File: config.mk
export PLATFORM = sky130hd
export DESIGN_NAME = pdua_ctrl_unit
export DESIGN_NICKNAME = d
export VERILOG_FILES = /design/src/rtl/pdua_ctrl_pkg.sv /design/src/rtl/pdua_wait_counter.sv /design/src/rtl/pdua_ctrl_unit.sv
export SDC_FILE = /design/constraint.sdc
export NUM_CORES = 1
export LEC_CHECK = 0
export ABC_AREA = 1
export CORE_MARGIN = 10
export CORE_UTILIZATION = 35
export DETAILED_ROUTE_END_ITERATION = 7
export PLACE_DENSITY_LB_ADDON = 0.12
export SLEW_MARGIN = 5
export SYNTH_ARGS = -nofsm -noshare
export SYNTH_HDL_FRONTEND = slang
export SYNTH_SLANG_ARGS = --single-unit
File: constraint.sdc
create_clock -name clk -period 2.5 [get_ports clk]
set_input_delay 0.625 -clock clk [delete_from_list [all_inputs] [get_ports clk]]
set_output_delay 0.625 -clock clk [all_outputs]
set_load 0.03 [all_outputs]
File: src/rtl/pdua_ctrl_pkg.sv
// pdua_ctrl_pkg: shared states, opcodes, ALU codes, register addresses and opcode decode for the PDUA control unit
package pdua_ctrl_pkg;
  typedef enum logic [3:0] {INIT, F0, F1, F2, DEC, EXA, EXJ, EXI, S0, S1, S2, HALT} state_t;
  localparam logic [4:0] OP_NOP    = 5'b00000;
  localparam logic [4:0] OP_MOV_AT = 5'b00001;
  localparam logic [4:0] OP_MOV_TA = 5'b00010;
  localparam logic [4:0] OP_ADD    = 5'b00011;
  localparam logic [4:0] OP_AND    = 5'b00100;
  localparam logic [4:0] OP_NOT    = 5'b00101;
  localparam logic [4:0] OP_ST     = 5'b00110;
  localparam logic [4:0] OP_JZ     = 5'b00111;
  localparam logic [4:0] OP_JN     = 5'b01000;
  localparam logic [4:0] OP_HALT   = 5'b11111;
  localparam logic [2:0] SEL_PASS = 3'b000;
  localparam logic [2:0] SEL_AND  = 3'b001;
  localparam logic [2:0] SEL_OR   = 3'b010;
  localparam logic [2:0] SEL_NOT  = 3'b011;
  localparam logic [2:0] SEL_ADD  = 3'b100;
  localparam logic [2:0] SEL_INC  = 3'b110;
  localparam logic [2:0] R_PC   = 3'd0;
  localparam logic [2:0] R_DPTR = 3'd2;
  localparam logic [2:0] R_ACC  = 3'd3;
  localparam logic [2:0] R_TMP  = 3'd7;
  function automatic state_t dec_state(input logic [4:0] op);
    case (op)
      OP_NOP:                                      return F0;
      OP_MOV_AT, OP_MOV_TA, OP_ADD, OP_AND, OP_NOT: return EXA;
      OP_ST:                                       return S0;
      OP_JZ, OP_JN:                                return EXJ;
      OP_HALT:                                     return HALT;
      default:                                     return EXI;
    endcase
  endfunction
endpackage

File: src/rtl/pdua_wait_counter.sv
// pdua_wait_counter: 4-bit loadable down-counter (load_i/val_i load, en_i decrement, zero_o at 0)
module pdua_wait_counter (
  input  logic       clk,
  input  logic       rst,
  input  logic       load_i,
  input  logic       en_i,
  input  logic [3:0] val_i,
  output logic       zero_o
);
  logic [3:0] cnt_q, cnt_d;
  assign zero_o = cnt_q == 4'd0;
  assign cnt_d = load_i ? val_i : (en_i && !zero_o) ? cnt_q - 4'd1 : cnt_q;
  always_ff @(posedge clk or posedge rst)
    if (rst) cnt_q <= 4'd0;
    else cnt_q <= cnt_d;
endmodule

File: src/rtl/pdua_ctrl_unit.sv
// pdua_ctrl_unit: PDUA fetch/decode/execute FSM; in clk/rst/opcode/C,N,P,Z, out datapath controls plus halted/illegal
module pdua_ctrl_unit
  import pdua_ctrl_pkg::*;
#(
  parameter int ADDR_WIDTH   = 3,
  parameter int OPCODE_WIDTH = 5,
  parameter int WAIT_STATES  = 0
) (
  input  logic                    clk,
  input  logic                    rst,
  input  logic [OPCODE_WIDTH-1:0] opcode,
  input  logic                    C,
  input  logic                    N,
  input  logic                    P,
  input  logic                    Z,
  output logic                    wr_rdn,
  output logic                    enaf,
  output logic [2:0]              selop,
  output logic [1:0]              shamt,
  output logic                    bank_wr_en,
  output logic [ADDR_WIDTH-1:0]   BusB_addr,
  output logic [ADDR_WIDTH-1:0]   BusC_addr,
  output logic                    sclr,
  output logic                    ir_en,
  output logic                    mar_en,
  output logic                    mdr_en,
  output logic                    mdr_alu_n,
  output logic                    halted,
  output logic                    illegal
);
  localparam logic [ADDR_WIDTH-1:0] A_PC   = ADDR_WIDTH'(R_PC);
  localparam logic [ADDR_WIDTH-1:0] A_DPTR = ADDR_WIDTH'(R_DPTR);
  localparam logic [ADDR_WIDTH-1:0] A_ACC  = ADDR_WIDTH'(R_ACC);
  localparam logic [ADDR_WIDTH-1:0] A_TMP  = ADDR_WIDTH'(R_TMP);
  state_t     state_q, state_d;
  logic [4:0] op_q, op_d;
  logic       wz, op_fits, take, unused_flags;
  assign unused_flags = C ^ P;
  // opcodes wider than the ISA are legal only when their upper bits are zero
  assign op_fits = opcode == OPCODE_WIDTH'(opcode[4:0]);
  assign op_d = state_q == DEC ? opcode[4:0] : op_q;
  assign take = op_q == OP_JZ ? Z : N;
  assign shamt = 2'b00;
  pdua_wait_counter u_wait (
    .clk    (clk),
    .rst    (rst),
    .load_i (state_q == F0 || state_q == S1),
    .en_i   (state_q == F1 || state_q == S2),
    .val_i  (4'(WAIT_STATES)),
    .zero_o (wz)
  );
  always_ff @(posedge clk or posedge rst)
    if (rst) begin
      state_q <= INIT;
      op_q    <= 5'd0;
    end else begin
      state_q <= state_d;
      op_q    <= op_d;
    end
  always_comb begin
    state_d = state_q;
    case (state_q)
      INIT:          state_d = F0;
      F0:            state_d = F1;
      F1:            state_d = wz ? F2 : F1;
      F2:            state_d = DEC;
      DEC:           state_d = op_fits ? dec_state(opcode[4:0]) : EXI;
      EXA, EXJ, EXI: state_d = F0;
      S0:            state_d = S1;
      S1:            state_d = S2;
      S2:            state_d = wz ? F0 : S2;
      default:       state_d = state_q;
    endcase
  end
  always_comb begin
    wr_rdn     = 1'b0;
    enaf       = 1'b0;
    selop      = SEL_PASS;
    bank_wr_en = 1'b0;
    BusB_addr  = '0;
    BusC_addr  = '0;
    sclr       = 1'b0;
    ir_en      = 1'b0;
    mar_en     = 1'b0;
    mdr_en     = 1'b0;
    mdr_alu_n  = 1'b0;
    halted     = 1'b0;
    illegal    = 1'b0;
    case (state_q)
      INIT: sclr = 1'b1;
      F0: begin
        BusB_addr = A_PC;
        mar_en    = 1'b1;
      end
      F1: begin
        mdr_alu_n  = 1'b1;
        mdr_en     = wz;
        bank_wr_en = wz;
        selop      = wz ? SEL_INC : SEL_PASS;
        BusB_addr  = A_PC;
        BusC_addr  = A_PC;
      end
      F2: ir_en = 1'b1;
      EXA: begin
        BusB_addr  = op_q == OP_MOV_TA ? A_ACC : A_TMP;
        BusC_addr  = op_q == OP_MOV_TA ? A_TMP : A_ACC;
        selop      = op_q == OP_ADD ? SEL_ADD : op_q == OP_AND ? SEL_AND : op_q == OP_NOT ? SEL_NOT : SEL_PASS;
        enaf       = op_q == OP_ADD || op_q == OP_AND || op_q == OP_NOT;
        bank_wr_en = 1'b1;
      end
      EXJ: begin
        BusB_addr  = take ? A_DPTR : '0;
        BusC_addr  = A_PC;
        bank_wr_en = take;
      end
      EXI: illegal = 1'b1;
      S0: begin
        BusB_addr = A_DPTR;
        mar_en    = 1'b1;
      end
      S1: begin
        BusB_addr = A_ACC;
        mdr_en    = 1'b1;
      end
      S2: wr_rdn = 1'b1;
      HALT: halted = 1'b1;
      default: ;
    endcase
  end
endmodule

# After elaboration in Yosys (flattened, before gate mapping)
# Memory sizes are Yosys's and may differ from the RTL's.
# Cells that the tools add are included.
# W data, S select, Z words.
word_totals:
  output_inout_bits: 21
  romBits: 128
  input_bits: 11
  elab_cells: 59
  memories: 1
  reg_bits: 13
classes:
  eq_ne: 16
  mux: 26
  add_sub_neg: 1
  n_reduce_logical: 12
memory_table:
  columns: ["memory", "depth", "word_bits", "read_ports", "rd_ports_with_merged_regs", "wr", "line", "text"]
  rows:
  - ["(name not given)", 32, 4, 1, 0, 0, "pdua_ctrl_pkg.sv:25", "case (op)"]
ops:
  columns: ["cell", "n"]
  rows:
  - ["$pmux W4 S8", 1]
  - ["$eq A4 B3 Y1 const B", 4]
  - ["$eq A4 B4 Y1 const B", 4]
  - ["$eq A5 B3 Y1 const B", 3]
  - ["$mux W3", 5]
  - ["$mux W4", 3]
  - ["$pmux W3 S4", 1]
  - ["$eq A5 B2 Y1 const B", 2]
  - ["$mux W1", 10]
  - ["$eq A4 B2 Y1 const B", 2]
  - ["$logic_not A4 Y1", 2]
  - ["$reduce_bool A8 Y1", 1]
  - ["$mux W2", 3]
  - ["$pmux W3 S2", 1]
  - ["$eq A4 B1 Y1 const B", 1]
  - ["$logic_or A1 B1 Y1", 4]
  - ["$reduce_or A4 Y1", 1]
  - ["$sub A4 B1 Y4 const B", 1]
  - ["$pmux W1 S3", 1]
  - ["$pmux W1 S2", 1]
  - ["$reduce_bool A2 Y1", 1]
  - ["$reduce_or A2 Y1", 1]
  - ["$logic_and A1 B1 Y1", 1]
  - ["$logic_not A1 Y1", 1]

# Depth between registers and ports, before layout
# Gate-level depths: netlist of the first run.
logic_depth:
  depth_word: 5
  depth_mapped: 7
  ltp_nobuf: 7

# Cells and area by module
# Synthesis of the first run repeated with hierarchy kept, for this count alone.
unflattened:
  cells_unflattened: 174
  area_unflattened_um2: 1088.5
modules_own_cells:
  columns: ["module", "seq_area_each_um2", "area_per_inst_um2", "cells_per_inst", "n_inst"]
  rows:
  - ["pdua_ctrl_unit", 225.2, 803.3, 128, 1]
  - ["pdua_wait_counter", 100.1, 285.3, 46, 1]

# Least setup slack after synthesis of the first run
# OpenSTA, ideal clock, no wires.
synth_timing:
  path_kind: "flip-flop to output port"
  from: "register state_q[2]"
  to: "output port selop[1]"
  path_stages_with_launch: 6
  path_slack_ps: 372
  arrival_ps: 1503
  required_ps: 1875
  path_cell_list: "dfrtp_1 > nor2_1 > inv_1 > nor2_2 > o21ai_1 > o21ai_1"
synth_via:
  elab_chain_len: 2
synth_lines:
  columns: ["item", "line", "text"]
  rows:
  - ["start, declared", "pdua_ctrl_unit.sv:35", "state_t state_q, state_d;"]
  - ["start signal, assigned", "pdua_ctrl_unit.sv:57", "state_q <= state_d;"]
  - ["$eq A4 B3 Y1 or $eq A4 B2 Y1 (tied branches)", "pdua_ctrl_unit.sv:89", "case (state_q)"]
  - ["$pmux W3 S2 *", "pdua_ctrl_unit.sv:89", null]
  - ["end, declared", "pdua_ctrl_unit.sv:18", "output logic [2:0] selop,"]
# Every way passes the cells marked *; elsewhere a longest branch is shown, timed or not.

# Worst setup path after layout of the first run
layout_timing:
  from: "register state_q[3]"
  to: "output port BusC_addr[0]"
layout_via:
  elab_chain_len: 2
layout_lines:
  columns: ["item", "line", "text"]
  rows:
  - ["$eq A4 B3 Y1", "pdua_ctrl_unit.sv:89", null]
  - ["$mux W3", "pdua_ctrl_unit.sv:89", null]
  - ["end, declared", "pdua_ctrl_unit.sv:22", "output logic [ADDR_WIDTH-1:0] BusC_addr,"]
# No other way between the ends.

==> results of run 1 <==
[layout make-up]
class,count,share of cell area (%)
Timing Repair Buffer,30,21.17
Sequential cell,13,24.90
Tap cell,31,2.969
Inverter,33,9.483
Multi-Input combinational cell,107,39.46
Clock buffer,4,2.011
[layer usage]
layer	routed length (um)	part of all wire [%]	vias to the layer above	track usage [%]
met2	1180	45	28	16.91
met5	0	0	-	0
li1	-	-	546	-
met1	1265	48	476	12.40
met3	178	6.7	2	3.230
met4	13	0.49	0	4.141
[cells in the final DEF, fill, tap and decap left out, drive strengths merged, types with 2 or more instances in the layout]
master and instances:
nand2 41, inv 33, nor2 20, nand3 16, o21ai 14, dfrtp 13
clkdlybuf4s50 10, dlygate4sd2 7, nand4 7, clkbuf 7, dlymetal6s2s 5, buf 5
conb 2
[metrics by stage]
stage                     cell area (um2)  setup slack [ns]  hold WS, ns  total power (W)  utilization (%)
after global routing                 1306           0.01398       0.6123        0.0003902            47.78
after global placement               1291            0.1355       0.5218        0.0002478            47.23
after CTS                            1305          0.001870       0.5474        0.0003802            47.73
after detailed placement             1291            0.1197       0.5251        0.0002480            47.23
final                                1306            0.1020       0.5444        0.0003744            47.78
after floorplan                     998.5            0.3723       0.4981        0.0002323                -
[worst max-delay path, delay by kind of cell (launching register included)]
family                 cells  cell delay (ns)
buffers and inverters      2             0.79
flip-flops                 1             0.44
AND/OR/NAND/NOR            2             0.26
[where the power goes]
| part | switching, W | internal (W) | total [W] | leakage [nW] |
|---|---|---|---|---|
| Sequential | 0 | 0.000210 | 0.000210 | 0.135 |
| Combinational | 0.0000188 | 0.0000147 | 0.0000334 | 0.672 |
| Clock | 0.0000690 | 0.0000619 | 0.000131 | 0.0150 |
[cell families after synthesis]
group	synth area share, %
fa+ha+maj	1.258
flops	32.70
other cells	0.3770
simple gates	40.00
compound gates	8.931
buf+inv	15.85
xor+xnor	0.8807
[timing repair]
action | 4_1_cts | 5_1_grt
hold endpoints to repair | 0 | 0
endpoints found under the setup margin | 10 | 8
hold buffers | 0 | 0
gates resized for setup | 10 | 11
[worst max path at each step]
stage	depth (start not counted)	slack, ns	startpoint	end
2_1_floorplan	5	0.37	state_q[2]$_DFFE_PP0P_	selop[1]
3_3_place_gp	6	0.14	state_q[2]$_DFFE_PP0P_	selop[1]
3_5_place_dp	6	0.12	state_q[2]$_DFFE_PP0P_	selop[1]
4_1_cts	4	0.002	state_q[2]$_DFFE_PP0P_	mdr_alu_n
5_1_grt	4	0.01	state_q[3]$_DFFE_PP0P_	BusC_addr[0]
6_report	4	0.10	state_q[3]$_DFFE_PP0P_	BusC_addr[0]
[state kept, by name, indices dropped and copies added, names as in the netlist]
register	count
u_wait.cnt_q	4
state_q	4
op_q	5
==> metrics.md, run 1 <==
| Metric | Value |
|---|---|
| Clk sink count | 13 |
| Post-synth top area cell | dfrtp_1 |
| Ys flop type | dfrtp_1 |
| Fin crit share | 95.92% |
| Mean post-synth cell area | 6.376 um2 |
| Clock-pin transition on the worst setup and hold timing paths | 0.09 ns |
| Maximum vdd drop | 0.1568 mV |
| Post-CTS setup buffer count | 0 |
| CP max stage delay | 0.71 ns |
| Post-Place Cells | 214 |
| Outcome | completed |
| Routed vias/inst | 4.826 |
| Critical R2R Launch | u_wait.cnt_q[0]$_DFFE_PP0P_ |
| Worst hold path class | flop to flop |
| Register area share after synthesis | 32.70% |
| Unrepaired setup endpoints after global routing | false |
| Die span in x | 73.31 um |
| Global-route wire length before repair | 4.581 mm |
| Area delta synth->final | 31.32% |
| Crit path time final | 2.398 ns |
| Storage cell area | 325.3 um2 |
| Residual DRC count | 0 |
| Post-DP HPWL | 2.192 mm |
| Port bufs | 27 |
| CP max FO | 7 |
| #FFs+latches synth | 13 |
| CP Cell Sequence | inv_2 > nand2_2 > nor2_4 > clkdlybuf4s50_1 |
| Max Cap Viol | 0 |
| Crit end category | output pin |
| Post-synth ARST share | 100.0% |
| Layout cells sized above 1 | 11.23% |
| First drt pass iteration count | 4 |
| Root buffer cell | clkbuf_4 |
| YS warnings | 0 |
| R2R Setup Slk | 1.06 ns |
| Routed length per instance | 12.10 um |
| Number of global-route vias before repair | 1066 |
| Most numerous cell in the Yosys netlist | nand2_1 |
| Rows | 19 |
| Initial DRC Count | 62 |
| CTS tree | yes |
| Final nets | 200 |
| Non-Filler Instances | 218 |
| Multi-input gate area | 515.5 um2 |
| GRT overflow | 0 |
| Critical R2R Capture | u_wait.cnt_q[2]$_DFFE_PP0P_ |
| Clk_lat worst skew | 0.28 ns |
| Hold Path Sink | u_wait.cnt_q[3]$_DFFE_PP0P_ |
| Max Fclk | 417.0 MHz |
| Antenna cells | 0 |
| Hold Path Depth | 2 |
| Min-delay src | u_wait.cnt_q[3]$_DFFE_PP0P_ |
| Slew HR | 64.48% |
| GRT Overall Usage | 10.39% |
| Io pins | 32 |
| CTS Buf Count | 3 |
| Post-synth EDFFs | 0 |
| Synth cell count leaders | nand2_1, inv_1, nand3_1, nor2_1, dfrtp_1 |
| Gate Count Post-Synth | 156 |
| Final setup vio count | 0 |
| Deepest clock path buffer count | 2 |
| Kind of critical path | flop to output pin |
| Cell Area, Synth | 994.7 um2 |
| Largest net degree at the start of global routing | 16 |
| Via count | 1052 |
| Setup Skew | 0.01385 ns |
| PwrDens | 286.6 mW/mm2 |
| Initial Util | 36.38% |
| Post-Route WL | 2.638 mm |
| CP max-delay cell | clkdlybuf4s50_1 |
| Worst-Margin Slew | 0.5322 ns |
| Worst Path Required | 1.88 ns |
| Die height | 73.31 um |
| LEAKAGE | 0.8218 nW |
| Synth area leaders | dfrtp_1, nand2_1, inv_1 |
| Setup TNS | 0 ns |
| Die area | 0.005374 mm2 |
| R2r worst-path depth | 8 |
| Final antenna-violating net count | 0 |
| Initial antenna violation count | 0 |
| Core Region | 0.002734 mm2 |
| Routability Congestion | 0.9350 |
| Critical Path Source Type | flop |
| Post-synth cell types | 23 |
| CTS H-tree lvls | 1 |
| Fin. max-slew vios | 0 |
| Hold Fails Final Rpt | 0 |
| Fill cells | 309 |
| Yosys top cell area share | 32.70% |
| CP Data Arrival Time | 1.77 ns |
No activity file was read; power rests on OpenSTA's default activity.
==> run 2: changes to the inputs <==
--- a/config.mk
+++ b/config.mk
@@ -8,6 +8,7 @@
 export ABC_AREA = 1
 export CORE_MARGIN = 10
 export CORE_UTILIZATION = 35
+export CTS_CLUSTER_DIAMETER = 100
 export DETAILED_ROUTE_END_ITERATION = 7
 export PLACE_DENSITY_LB_ADDON = 0.12
 export SLEW_MARGIN = 5
==> results of run 2 <==
The final DEF is identical to that of run 1; final timing and power are the same.
